**config.mk**
```make
export PLATFORM = sky130hd
export DESIGN_NAME = fir_mc_decim
export DESIGN_NICKNAME = d
export VERILOG_FILES = /design/src/rtl/fir_mc_pkg.sv /design/src/rtl/fir_lane.sv /design/src/rtl/fir_mc_decim.sv
export SDC_FILE = /design/constraint.sdc
export NUM_CORES = 1
export LEC_CHECK = 0
export CORE_MARGIN = 2
export CORE_UTILIZATION = 50
export CTS_CLUSTER_SIZE = 28
export DETAILED_ROUTE_END_ITERATION = 10
export PLACE_DENSITY_LB_ADDON = 0.1
export SLEW_MARGIN = 20
export SYNTH_ARGS = -nofsm -noshare
export SYNTH_HDL_FRONTEND = slang
export SYNTH_HIERARCHICAL = 1
export SYNTH_SLANG_ARGS = --single-unit
```
**constraint.sdc**
```tcl
create_clock -name clk -period 10.31 [get_ports clk]
set_input_delay 2.5775 -clock clk [delete_from_list [all_inputs] [get_ports clk]]
set_output_delay 2.5775 -clock clk [all_outputs]
set_load 0.01 [all_outputs]
```
**src/rtl/fir_mc_pkg.sv**
```systemverilog
// fir_mc_pkg: shared types and helpers for the multi-channel decimating FIR.
//   coef_t        signed coefficient type (8 bits)
//   COEF_DEFAULT  low-pass taps loaded at reset
//   state_t       control FSM states
//   coef_default  reset value lookup for tap index (zero beyond the table)
//   sat_round     round-half-up arithmetic shift followed by saturation
package fir_mc_pkg;

    localparam int COEF_W    = 8;
    localparam int COEF_NDEF = 8;

    typedef logic signed [COEF_W-1:0] coef_t;

    localparam coef_t COEF_DEFAULT [COEF_NDEF] = '{
        8'sd1, 8'sd3, 8'sd7, 8'sd11, 8'sd11, 8'sd7, 8'sd3, 8'sd1
    };

    typedef enum logic [1:0] {
        IDLE = 2'd0,
        MAC  = 2'd1,
        OUT  = 2'd2
    } state_t;

    function automatic coef_t coef_default(input int idx);
        if (idx >= 0 && idx < COEF_NDEF) begin
            return COEF_DEFAULT[idx];
        end
        return '0;
    endfunction

    // The accumulator is passed sign-extended to 64 bits so one helper serves
    // every lane width; the saturated result always fits in ow bits.
    function automatic logic signed [63:0] sat_round(input logic signed [63:0] acc,
                                                     input int shift,
                                                     input int ow);
        logic signed [63:0] y;
        logic signed [63:0] hi;
        logic signed [63:0] lo;
        y  = (acc + (64'sd1 <<< (shift - 1))) >>> shift;
        hi = (64'sd1 <<< (ow - 1)) - 64'sd1;
        lo = -(64'sd1 <<< (ow - 1));
        if (y > hi) begin
            return hi;
        end
        if (y < lo) begin
            return lo;
        end
        return y;
    endfunction

endpackage

```
**src/rtl/fir_lane.sv**
```systemverilog
// fir_lane: one channel of the FIR - delay line, multiplier, accumulator and
// round/saturate output register. Sequencing comes from the parent.
//   clk, reset  clock and synchronous active-high reset
//   shift_en    push sample into x[0], shifting older samples up
//   sample      new signed input sample
//   mac_en      accumulate coef*x[tap] this cycle
//   mac_first   first tap: start accumulation from zero
//   mac_last    last tap: load the rounded, saturated result into y
//   tap         current tap index
//   coef        coefficient for the current tap
//   y           registered signed output, held between results
module fir_lane
    import fir_mc_pkg::*;
#(
    parameter int DW    = 5,
    parameter int OW    = 5,
    parameter int CW    = 8,
    parameter int NTAPS = 8,
    parameter int SHIFT = 5
) (
    input  logic                         clk,
    input  logic                         reset,
    input  logic                         shift_en,
    input  logic signed [DW-1:0]         sample,
    input  logic                         mac_en,
    input  logic                         mac_first,
    input  logic                         mac_last,
    input  logic [$clog2(NTAPS)-1:0]     tap,
    input  logic signed [CW-1:0]         coef,
    output logic signed [OW-1:0]         y
);

    localparam int PW = DW + CW;
    localparam int AW = DW + CW + $clog2(NTAPS);

    logic signed [DW-1:0] x_reg [NTAPS];
    logic signed [PW-1:0] prod;
    logic signed [AW-1:0] acc_reg;
    logic signed [AW-1:0] acc_sum;
    logic signed [OW-1:0] y_reg;

    always_ff @(posedge clk) begin
        if (reset) begin
            for (int i = 0; i < NTAPS; i++) begin
                x_reg[i] <= '0;
            end
        end else if (shift_en) begin
            x_reg[0] <= sample;
            for (int i = 1; i < NTAPS; i++) begin
                x_reg[i] <= x_reg[i-1];
            end
        end
    end

    assign prod = x_reg[tap] * coef;

    // Clearing on the first tap folds the "acc <= 0 on entry" into the first add.
    assign acc_sum = (mac_first ? '0 : acc_reg) + AW'(prod);

    always_ff @(posedge clk) begin
        if (reset) begin
            acc_reg <= '0;
            y_reg   <= '0;
        end else if (mac_en) begin
            acc_reg <= acc_sum;
            if (mac_last) begin
                y_reg <= OW'(sat_round(64'(acc_sum), SHIFT, OW));
            end
        end
    end

    assign y = y_reg;

endmodule

```
**src/rtl/fir_mc_decim.sv**
```systemverilog
// fir_mc_decim: NCH-lane FIR low-pass with shared control, run-time loadable
// shared coefficients and optional decimation.
//   clk, reset  clock and synchronous active-high reset
//   data_in     packed signed samples, lane k at [k*DW +: DW]
//   in_valid    data_in valid; in_ready high when a sample can be taken
//   coef_we     coefficient write strobe with coef_addr / coef_data
//   coef_err    same-cycle flag: write rejected (busy or address out of range)
//   data_out    packed signed results, lane k at [k*OW +: OW]
//   out_valid   one-cycle pulse marking a new data_out
module fir_mc_decim
    import fir_mc_pkg::*;
#(
    parameter int NCH   = 2,
    parameter int DW    = 5,
    parameter int OW    = 5,
    parameter int CW    = 8,
    parameter int NTAPS = 8,
    parameter int SHIFT = 5,
    parameter int DECIM = 1
) (
    input  logic                        clk,
    input  logic                        reset,
    input  logic [NCH*DW-1:0]           data_in,
    input  logic                        in_valid,
    output logic                        in_ready,
    input  logic                        coef_we,
    input  logic [$clog2(NTAPS)-1:0]    coef_addr,
    input  logic signed [CW-1:0]        coef_data,
    output logic                        coef_err,
    output logic [NCH*OW-1:0]           data_out,
    output logic                        out_valid
);

    localparam int TW  = $clog2(NTAPS);
    localparam int DCW = (DECIM > 1) ? $clog2(DECIM) : 1;

    state_t             state_reg;
    state_t             state_next;
    logic [TW-1:0]      tap_reg;
    logic [TW-1:0]      tap_next;
    logic [DCW-1:0]     dcnt_reg;
    logic               out_valid_reg;

    logic               accept;
    logic               decim_hit;
    logic               tap_last;
    logic               mac_active;
    logic               mac_first;
    logic               addr_ok;
    logic               coef_wr;
    logic signed [CW-1:0] coef_arr [NTAPS];
    logic signed [CW-1:0] coef_sel;
    logic signed [OW-1:0] lane_y [NCH];

    assign in_ready   = (state_reg == IDLE);
    assign accept     = in_valid && in_ready;
    assign decim_hit  = (dcnt_reg == DCW'(DECIM - 1));
    assign tap_last   = (tap_reg == TW'(NTAPS - 1));
    assign mac_active = (state_reg == MAC);
    assign mac_first  = mac_active && (tap_reg == '0);

    // Writes land only while idle so a running computation never sees a
    // coefficient change mid-sum; a sample taken in the same cycle still
    // starts its MAC afterwards and therefore uses the new value.
    assign addr_ok  = ({1'b0, coef_addr} < (TW+1)'(NTAPS));
    assign coef_wr  = coef_we && in_ready && addr_ok;
    assign coef_err = coef_we && !reset && !(in_ready && addr_ok);

    always_ff @(posedge clk) begin
        if (reset) begin
            state_reg <= IDLE;
        end else begin
            state_reg <= state_next;
        end
    end

    always_comb begin
        state_next = state_reg;
        tap_next   = '0;
        case (state_reg)
            IDLE: begin
                if (accept && decim_hit) begin
                    state_next = MAC;
                end
            end
            MAC: begin
                tap_next = tap_reg + TW'(1);
                if (tap_last) begin
                    state_next = OUT;
                    tap_next   = '0;
                end
            end
            OUT: begin
                state_next = IDLE;
            end
            default: begin
                state_next = IDLE;
            end
        endcase
    end

    // out_valid is registered off the last tap so it is high during OUT,
    // NTAPS+1 cycles after the accepting cycle, alongside the fresh result.
    always_ff @(posedge clk) begin
        if (reset) begin
            tap_reg       <= '0;
            dcnt_reg      <= '0;
            out_valid_reg <= 1'b0;
        end else begin
            tap_reg       <= tap_next;
            out_valid_reg <= mac_active && tap_last;
            if (accept) begin
                dcnt_reg <= decim_hit ? '0 : dcnt_reg + DCW'(1);
            end
        end
    end

    assign out_valid = out_valid_reg;

    genvar gi;

    for (gi = 0; gi < NTAPS; gi++) begin : g_coef
        localparam logic signed [CW-1:0] C_RST = CW'(coef_default(gi));
        logic signed [CW-1:0] c_reg;

        always_ff @(posedge clk) begin
            if (reset) begin
                c_reg <= C_RST;
            end else if (coef_wr && (coef_addr == TW'(gi))) begin
                c_reg <= coef_data;
            end
        end

        assign coef_arr[gi] = c_reg;
    end

    assign coef_sel = coef_arr[tap_reg];

    for (gi = 0; gi < NCH; gi++) begin : g_lane
        fir_lane #(
            .DW    (DW),
            .OW    (OW),
            .CW    (CW),
            .NTAPS (NTAPS),
            .SHIFT (SHIFT)
        ) u_lane (
            .clk       (clk),
            .reset     (reset),
            .shift_en  (accept),
            .sample    ($signed(data_in[gi*DW +: DW])),
            .mac_en    (mac_active),
            .mac_first (mac_first),
            .mac_last  (tap_last),
            .tap       (tap_reg),
            .coef      (coef_sel),
            .y         (lane_y[gi])
        );

        assign data_out[gi*OW +: OW] = lane_y[gi];
    end

endmodule

```
==> results of run 1 <==
## logic make-up after synthesis
family,after synthesis,share of synthesized area [%]
muxes,139,13.8
DFF,192,34.4
xor gates and xnor gates,59,4.09
AOI/OAI and AO/OA,159,8.90
adders and majority gates,131,15.1
buffers and inverters,157,4.70
and+or+nand+nor,452,18.9
## worst paths after layout
check / start / endpoint / slack (ps) / cells after the start
worst max register to register: tap_reg[0] / g_lane[1].u_lane/y[3] / 2410 / 25
worst max-delay path: tap_reg[0] / g_lane[1].u_lane/y[3] / 2410 / 25
worst min register to register: g_coef[0].c_reg[3] / g_coef[0].c_reg[3] / 470 / 2
worst min-delay path: g_coef[0].c_reg[3] / g_coef[0].c_reg[3] / 470 / 2
## report_power, final
| part | leakage (uW) | switching [uW] | internal, uW |
|---|---|---|---|
| clock network | 0.000304 | 363 | 338 |
| logic | 0.00427 | 333 | 233 |
| registers | 0.00178 | 29.5 | 844 |
| total | 0.00635 | 726 | 1420 |
## area by class of cell
class                           count  area share (%)
Clock buffer                       17            2.88
Timing Repair Buffer               44            2.85
Tap cell                          341            2.89
Clock inverter                     15            1.33
Inverter                          110            2.80
Sequential cell                   192            31.5
Multi-Input combinational cell    940            55.7
## worst max-delay path, delay by kind of cell (launching register included)
kind | cells | cell delay (ps)
and+or+nand+nor | 3 | 560
DFF | 1 | 850
buffers and inverters | 2 | 350
xor gates and xnor gates | 2 | 290
AOI/OAI and AO/OA | 11 | 2320
adders and majority gates | 5 | 2340
muxes | 2 | 1100
## routing by layer
layer	part of all wire, %	GRT usage, %	up-vias
met1	50	28.0	4325
li1	-	-	4469
met3	2.1	2.84	24
met2	46	32.8	99
met5	0	0	-
met4	1.5	4.69	0
## cell usage in the layout (no fill, tap or decap), types with 17 or more instances in the layout
master and count:
nor2b_1 114, dfxtp_1 110, inv_1 108, mux2i_1 103, nor2_1 96, edfxtp_1 80
ha_1 77, and2_1 66, nand2b_1 63, fa_1 54, nand2_1 49, xnor2_1 40
a21oi_1 39, clkdlybuf4s50_1 36, mux4_2 29, o21ai_0 25, a211oi_1 18, clkbuf_16 17
## per-stage QoR
step           worst slack [ps]  std cells  hold WS, ps  total power, uW  util, %
2_1_floorplan              3140       1289          444             1330        -
3_3_place_gp               2510       1627          456             1450     52.9
3_5_place_dp               2420       1627          459             1460     52.9
4_1_cts                    2390       1659          473             2160     55.2
5_1_grt                    1860       1659          488             2270     55.2
6_report                   2410       1659          472             2140     55.2
==> flow_metrics.env, run 1 <==
export IMPL_drtPass1Iterations=5
export IMPL_hold_viol_final=0
export IMPL_dp_hpwl_mm=19.0
export IMPL_cts_root_buffer="clkbuf_16"
export IMPL_synthDistinctLibCells=86
export IMPL_antenna_cells=0
export IMPL_grt_pass1_vias=9074
export IMPL_grt_pass1_wl_mm=45.6
export IMPL_num_nets_final=1461
export IMPL_die_area_um2=28300
export IMPL_fillCellCount=2339
export IMPL_yosys_warnings=6
export IMPL_synthCells=1289
export IMPL_critPathKind="reg -> reg"
export IMPL_cts_made_buffers=17
export IMPL_final_area_um2=14800
export IMPL_drtIter0Drc=499
export IMPL_outcome="complete, no violations"
export IMPL_antenna_found_initial=0
export IMPL_rows=60
export IMPL_die_h_um=168
export IMPL_synth_seq_cells=192
export IMPL_cp_end_kind="flop"
export IMPL_grt_max_degree=89
export IMPL_dieWidth_um=168
export IMPL_grt_ovfl_total=0
export IMPL_crit_required_ps=10670
export IMPL_hold_buffers=0
export IMPL_drc_errors=0
export IMPL_synthesis_nets=1445
export IMPL_cts_resized=0
export IMPL_syn_cell_area_um2=13500
export IMPL_power_density_nw_per_um2=145
export IMPL_tightestPinTransition_ps=958
export IMPL_multi_input_area_um2=8230
export IMPL_clk_latency_ps=440
export IMPL_clk_pin_slew_ps=90
export IMPL_rsz0062_at_grt="false"
export IMPL_hp_class="reg -> reg"
export IMPL_slew_viol_final=0
export IMPL_synth_edff_count=80
export IMPL_slew_headroom_pct=36.1
export IMPL_synth_area_leaders="edfxtp_1 (18%), dfxtp_1 (17%), fa_1 (8.0%)"
export IMPL_clockBufferDepth=2
export IMPL_drt_total_wl_mm=27.2
export IMPL_crit_arrival_ps=8260
export IMPL_cts_tree="done"
export IMPL_detail_route_vias_per_cell=5.37
export IMPL_ios=38
export IMPL_synth_async_reset_ratio_pct=0
export IMPL_register_area_um2=4650
export IMPL_yosysTopAreaCellShare_pct=17.8
export IMPL_cts_setup_buffers=0
export IMPL_worstSetupStartpointType="flop"
export IMPL_yosysMostFrequentCell="nor2b_1"
export IMPL_vdd_drop_max_mv=0.0835
export IMPL_skew_ps=17.1
export IMPL_drtAntennaViolNets=0
export IMPL_coreArea_um2=26700
export IMPL_largest_reg_flops=80
export IMPL_slowest_stage="dfxtp_2"
export IMPL_cp_max_fo=24
export IMPL_setup_viol=0
export IMPL_p_leak_uw=0.00635
export IMPL_avgSynthCellArea_um2=10.5
export IMPL_synth_flop_cell="dfxtp_1"
export IMPL_tns_ps=0
export IMPL_initial_core_util_pct=50.5
export IMPL_post_route_min_period_ps=7900
export IMPL_critical_path_max_stage_delay_ps=850
export IMPL_cts_sinks=192
export IMPL_place_congestion=0.798
export IMPL_syn2layout_area_growth_pct=9.31
export IMPL_port_buffers=37
export IMPL_ys_seq_area_share_pct=34.4
export IMPL_track_usage_pct=19.9
export IMPL_synth_largest_area_cell="edfxtp_1"
export IMPL_cap_violations=0
export IMPL_synth_common_cells="nor2b_1 (114), dfxtp_1 (112), inv_1 (109)"
export IMPL_via_count=8917
export IMPL_h_tree_depth=4
export IMPL_fmax_mhz=127
export IMPL_min_period_over_period_pct=76.7
export IMPL_wire_per_inst_um=16.4
export IMPL_post_route_cells_drive_above_1_share_pct=8.95
export IMPL_place_area_um2=14100
No activity file was read; power rests on OpenSTA's default activity.
==> inputs of run 2 (changes only) <==
Clock period 10.31 ns to 8.1 ns, I/O delays scaled along.
==> flow_metrics.env, run 2 (synthesis results as in run 1) <==
export IMPL_drtIter0Drc=440
export IMPL_place_area_um2=14200
export IMPL_cp_end_kind="flop"
export IMPL_slew_viol_final=0
export IMPL_clk_latency_ps=450
export IMPL_grt_pass1_wl_mm=46.5
export IMPL_crit_arrival_ps=7630
export IMPL_antenna_found_initial=0
export IMPL_h_tree_depth=4
export IMPL_drtPass1Iterations=4
export IMPL_layout_commonest_cell="nor2b_1"
export IMPL_syn2layout_area_growth_pct=10.0
export IMPL_pre_cts_slack_ps=505
export IMPL_cts_sinks=192
export IMPL_critPathLaunch="tap_reg[1]"
export IMPL_tightestPinTransition_ps=955
export IMPL_register_area_um2=4650
export IMPL_fmax_mhz=137
export IMPL_cp_max_fo=16
export IMPL_ios=38
export IMPL_drc_errors=0
export IMPL_hp_class="reg -> reg"
export IMPL_worstSetupStartpointType="flop"
export IMPL_cts_tree="done"
export IMPL_p_leak_uw=0.00641
export IMPL_hold_path_startpoint="g_coef[7].c_reg[1]"
export IMPL_hold_buffers=0
export IMPL_min_period_over_period_pct=89.8
export IMPL_slew_headroom_pct=36.3
export IMPL_rsz0062_at_grt="false"
export IMPL_dp_hpwl_mm=19.0
export IMPL_tns_ps=0
export IMPL_post_route_min_period_ps=7280
export IMPL_multi_input_area_um2=8230
export IMPL_clockBufferDepth=2
export IMPL_die_area_um2=28300
export IMPL_track_usage_pct=20.3
export IMPL_hold_viol_final=0
export IMPL_final_area_um2=14900
export IMPL_dieWidth_um=168
export IMPL_num_nets_final=1473
export IMPL_critPathKind="reg -> reg"
export IMPL_cts_root_buffer="clkbuf_16"
export IMPL_coreArea_um2=26700
export IMPL_power_density_nw_per_um2=184
export IMPL_wire_per_inst_um=16.1
export IMPL_grt_max_degree=85
export IMPL_initial_core_util_pct=50.5
export IMPL_crit_required_ps=8450
export IMPL_cts_made_buffers=17
export IMPL_r2r_cells=25
export IMPL_total_power_uw=2730
export IMPL_drtAntennaViolNets=0
export IMPL_setup_ws_ps=823
export IMPL_rows=60
export IMPL_largest_reg_flops=80
export IMPL_clk_pin_slew_ps=80
export IMPL_fillCellCount=2388
export IMPL_vdd_drop_max_mv=0.167
export IMPL_port_buffers=37
export IMPL_place_congestion=0.801
export IMPL_timing_hold_ws_ps=473
export IMPL_grt_pass1_vias=9220
export IMPL_r2r_start="tap_reg[1]"
export IMPL_skew_ps=20.0
export IMPL_cap_violations=0
export IMPL_antenna_cells=0
export IMPL_detail_route_vias_per_cell=5.35
export IMPL_post_route_cells_drive_above_1_share_pct=9.92
export IMPL_via_count=8948
export IMPL_die_h_um=168
export IMPL_drt_total_wl_mm=27.0
export IMPL_hold_path_depth=2
export IMPL_outcome="complete, no violations"
export IMPL_setup_viol=0
export IMPL_grt_ovfl_total=0
export IMPL_mostFrequentLayoutCells="nor2b_1 (114), dfxtp_1 (109), inv_1 (108)"
run 2: changes by cell type in the layout (fill, tap and decap cells not counted), sizes merged:
cell    previous run  this run
clkbuf            17        18
clkinv             5         6
buf                8        20
inv              120       118
run 2: per-layer routing:
metal / track usage, % / up-vias / wire (um)
met1: 28.7 / 4344 / 13600
met4: 3.67 / 0 / 202
met3: 3.20 / 17 / 618
met2: 33.3 / 100 / 12600
met5: 0 / - / 0
li1: - / 4487 / -
run 2: final timing paths:
kind / slack (ps) / to
setup / recovery: 820 / g_lane[1].u_lane/y[3]
hold / removal: 470 / g_coef[7].c_reg[1]
setup reg to reg: 820 / g_lane[1].u_lane/y[3]
hold reg to reg: 470 / g_coef[7].c_reg[1]
run 2: what timing repair did:
action,4_1_cts,5_1_grt
gates resized for setup,0,4
endpoints found under the hold margin,0,0
buffers inserted,0,0
endpoints found under the setup margin,0,8
run 2: metrics by stage:
stage | util (%) | std cells
after floorplan | - | 1289
after global placement | 53.2 | 1639
after detailed placement | 53.2 | 1639
after CTS | 55.5 | 1671
after global routing | 55.6 | 1671
final | 55.6 | 1671
run 2: power breakdown:
group	internal, uW	switching [uW]
combinational	304	428
sequential	1070	34.5
clock	433	451
total	1810	914
run 2: critical path, cell delays in order, from the launching register on:
cell and delay (ps):
dfxtp_4 560, mux4_1 600, nand2_1 90, nand2_1 200, or2_2 370, fa_1 510
fa_1 520, fa_1 550, inv_1 70, fa_1 470, a21o_1 180, a21oi_1 210
o21bai_1 100, a21oi_1 210, o21bai_1 90, a21oi_1 180, xnor2_1 90, ha_1 370
and3_1 200, a21oi_1 100, o21ai_0 90, a221oi_1 300, xor2_1 200, o41ai_2 560
nand3_1 120, a211oi_1 230
run 2: layout make-up:
cell class	instances	area share, %
clock buffer	18	2.96
clock inverter	14	1.20
inverter	110	2.78
multi-input combinational	940	55.4
sequential	192	31.3
tap	341	2.87
timing repair buffer	56	3.44
==> inputs of run 3 (changes only) <==
Settings changed: CORE_UTILIZATION 50 to 40, MAX_ROUTING_LAYER set to met4, SLEW_MARGIN 20 to 5.
==> flow_metrics.env, run 3 (synthesis results as in run 1) <==
export IMPL_hold_path_startpoint="g_coef[6].c_reg[2]"
export IMPL_clk_pin_slew_ps=70
export IMPL_grt_pass1_wl_mm=47.2
export IMPL_ff2ff_setup_slack_ps=770
export IMPL_cap_violations=0
export IMPL_critPathKind="reg -> reg"
export IMPL_port_buffers=37
export IMPL_worstSetupStartpointType="flop"
export IMPL_initial_core_util_pct=40.5
export IMPL_setup_ws_ps=770
export IMPL_grt_pass1_vias=8938
export IMPL_drtIter0Drc=551
export IMPL_coreArea_um2=33400
export IMPL_dp_hpwl_mm=20.1
export IMPL_cp_max_fo=18
export IMPL_top_usage_layer="met2"
export IMPL_fillCellCount=3305
export IMPL_post_route_min_period_ps=7330
export IMPL_cp_end_kind="flop"
export IMPL_dieWidth_um=188
export IMPL_grt_max_degree=57
export IMPL_largest_reg_flops=80
export IMPL_tightestPinTransition_ps=943
export IMPL_utilization_pct=44.7
export IMPL_drtPass1Iterations=4
export IMPL_clk_latency_ps=450
export IMPL_multi_input_area_um2=8230
export IMPL_outcome="complete, no violations"
export IMPL_rsz0062_at_grt="false"
export IMPL_detail_route_vias_per_cell=4.98
export IMPL_hp_class="reg -> reg"
export IMPL_r2r_start="tap_reg[1]"
export IMPL_slew_headroom_pct=37.1
export IMPL_via_count=8865
export IMPL_track_usage_pct=17.1
export IMPL_antenna_found_initial=1
export IMPL_cts_made_buffers=17
export IMPL_grt_use_met3_pct=2.70
export IMPL_cts_tree="done"
export IMPL_fmax_mhz=136
export IMPL_tns_ps=0
export IMPL_timing_hold_ws_ps=473
export IMPL_use_met1_pct=24.1
export IMPL_num_nets_final=1475
export IMPL_post_route_cells_drive_above_1_share_pct=9.83
export IMPL_drc_errors=0
export IMPL_die_h_um=188
export IMPL_slew_viol_final=0
export IMPL_whs_endpoint="g_coef[6].c_reg[2]"
export IMPL_hold_viol_final=0
export IMPL_register_area_um2=4650
export IMPL_die_area_um2=35200
export IMPL_antenna_cells=0
export IMPL_crit_required_ps=8460
export IMPL_h_tree_depth=4
export IMPL_r2r_cells=25
export IMPL_min_period_over_period_pct=90.5
export IMPL_wire_per_inst_um=15.7
export IMPL_drtAntennaViolNets=0
export IMPL_skew_ps=9.71
export IMPL_pre_cts_slack_ps=442
export IMPL_power_density_nw_per_um2=178
export IMPL_clockBufferDepth=2
export IMPL_rows=67
export IMPL_mostFrequentLayoutCells="nor2b_1 (113), dfxtp_1 (109), inv_1 (108)"
export IMPL_hold_path_depth=2
export IMPL_place_congestion=0.791
export IMPL_grt_ovfl_total=0
export IMPL_slowest_stage="mux4_1"
export IMPL_layout_commonest_cell="nor2b_1"
export IMPL_p_leak_uw=0.00638
export IMPL_reg2reg_to="g_lane[1].u_lane/y[3]"
export IMPL_syn2layout_area_growth_pct=10.5
export IMPL_vdd_drop_max_mv=0.146
export IMPL_ios=38
export IMPL_gr_usage_met2_pct=26.3
export IMPL_crit_arrival_ps=7690
export IMPL_setup_viol=0
export IMPL_drt_total_wl_mm=28.0
export IMPL_total_power_uw=2660
export IMPL_cts_root_buffer="clkbuf_16"
export IMPL_critical_path_max_stage_delay_ps=640
export IMPL_cts_sinks=192
==> run 3: where the power goes <==
part           switching (uW)  internal [uW]
sequential               34.8           1070
clock                     407            403
combinational             431            306
total                     872           1780
==> run 3: worst max path at each step <==
stage,startpoint,to,cells after the start,slack (ps)
final,tap_reg[1],g_lane[1].u_lane/y[3],25,770
after global routing,tap_reg[1],g_lane[1].u_lane/y[3],25,70
after CTS,tap_reg[0],g_lane[0].u_lane/y[4],21,430
after detailed placement,tap_reg[0],g_lane[0].u_lane/y[4],21,440
after global placement,tap_reg[0],g_lane[0].u_lane/y[4],21,550
after floorplan,tap_reg[0],g_lane[0].u_lane/y[4],23,930
==> run 3: critical path: cells and delay by family, from the launching register on <==
| family | cells | cell delay [ps] |
|---|---|---|
| adders and majority gates | 5 | 2390 |
| AOI/OAI and AO/OA | 11 | 2280 |
| and+or+nand+nor | 5 | 980 |
| muxes | 1 | 640 |
| DFF | 1 | 580 |
| xor gates and xnor gates | 2 | 300 |
| buffers and inverters | 1 | 70 |
==> run 3: routing by layer <==
metal  part of all wire, %  wire length [um]  up-vias
li1                      -                 -     4490
met1                    52             14600     4267
met2                    44             12500       94
met3                   2.7               753       14
met4                  0.81               227        0
met5                     0                 0        -
==> run 3: cell type report <==
cell class / instances / share of cell area (%)
Multi-Input combinational cell: 940 / 55.2
Sequential cell: 192 / 31.2
Tap cell: 448 / 3.76
Timing Repair Buffer: 58 / 3.52
Clock buffer: 21 / 2.95
Inverter: 110 / 2.77
Clock inverter: 11 / 0.637
==> run 3: stage by stage <==
step	area (um^2)	instances
6_report	14900	1780
4_1_cts	14900	1780
5_1_grt	14900	1780
2_1_floorplan	13500	1289
3_3_place_gp	14400	1748
3_5_place_dp	14400	1748
==> run 3: what timing repair did <==
action / 4_1_cts / 5_1_grt
endpoints found under the setup margin: 0 / 9
gates resized for setup: 0 / 4
hold buffers: 0 / 0
setup buffers: 0 / 0
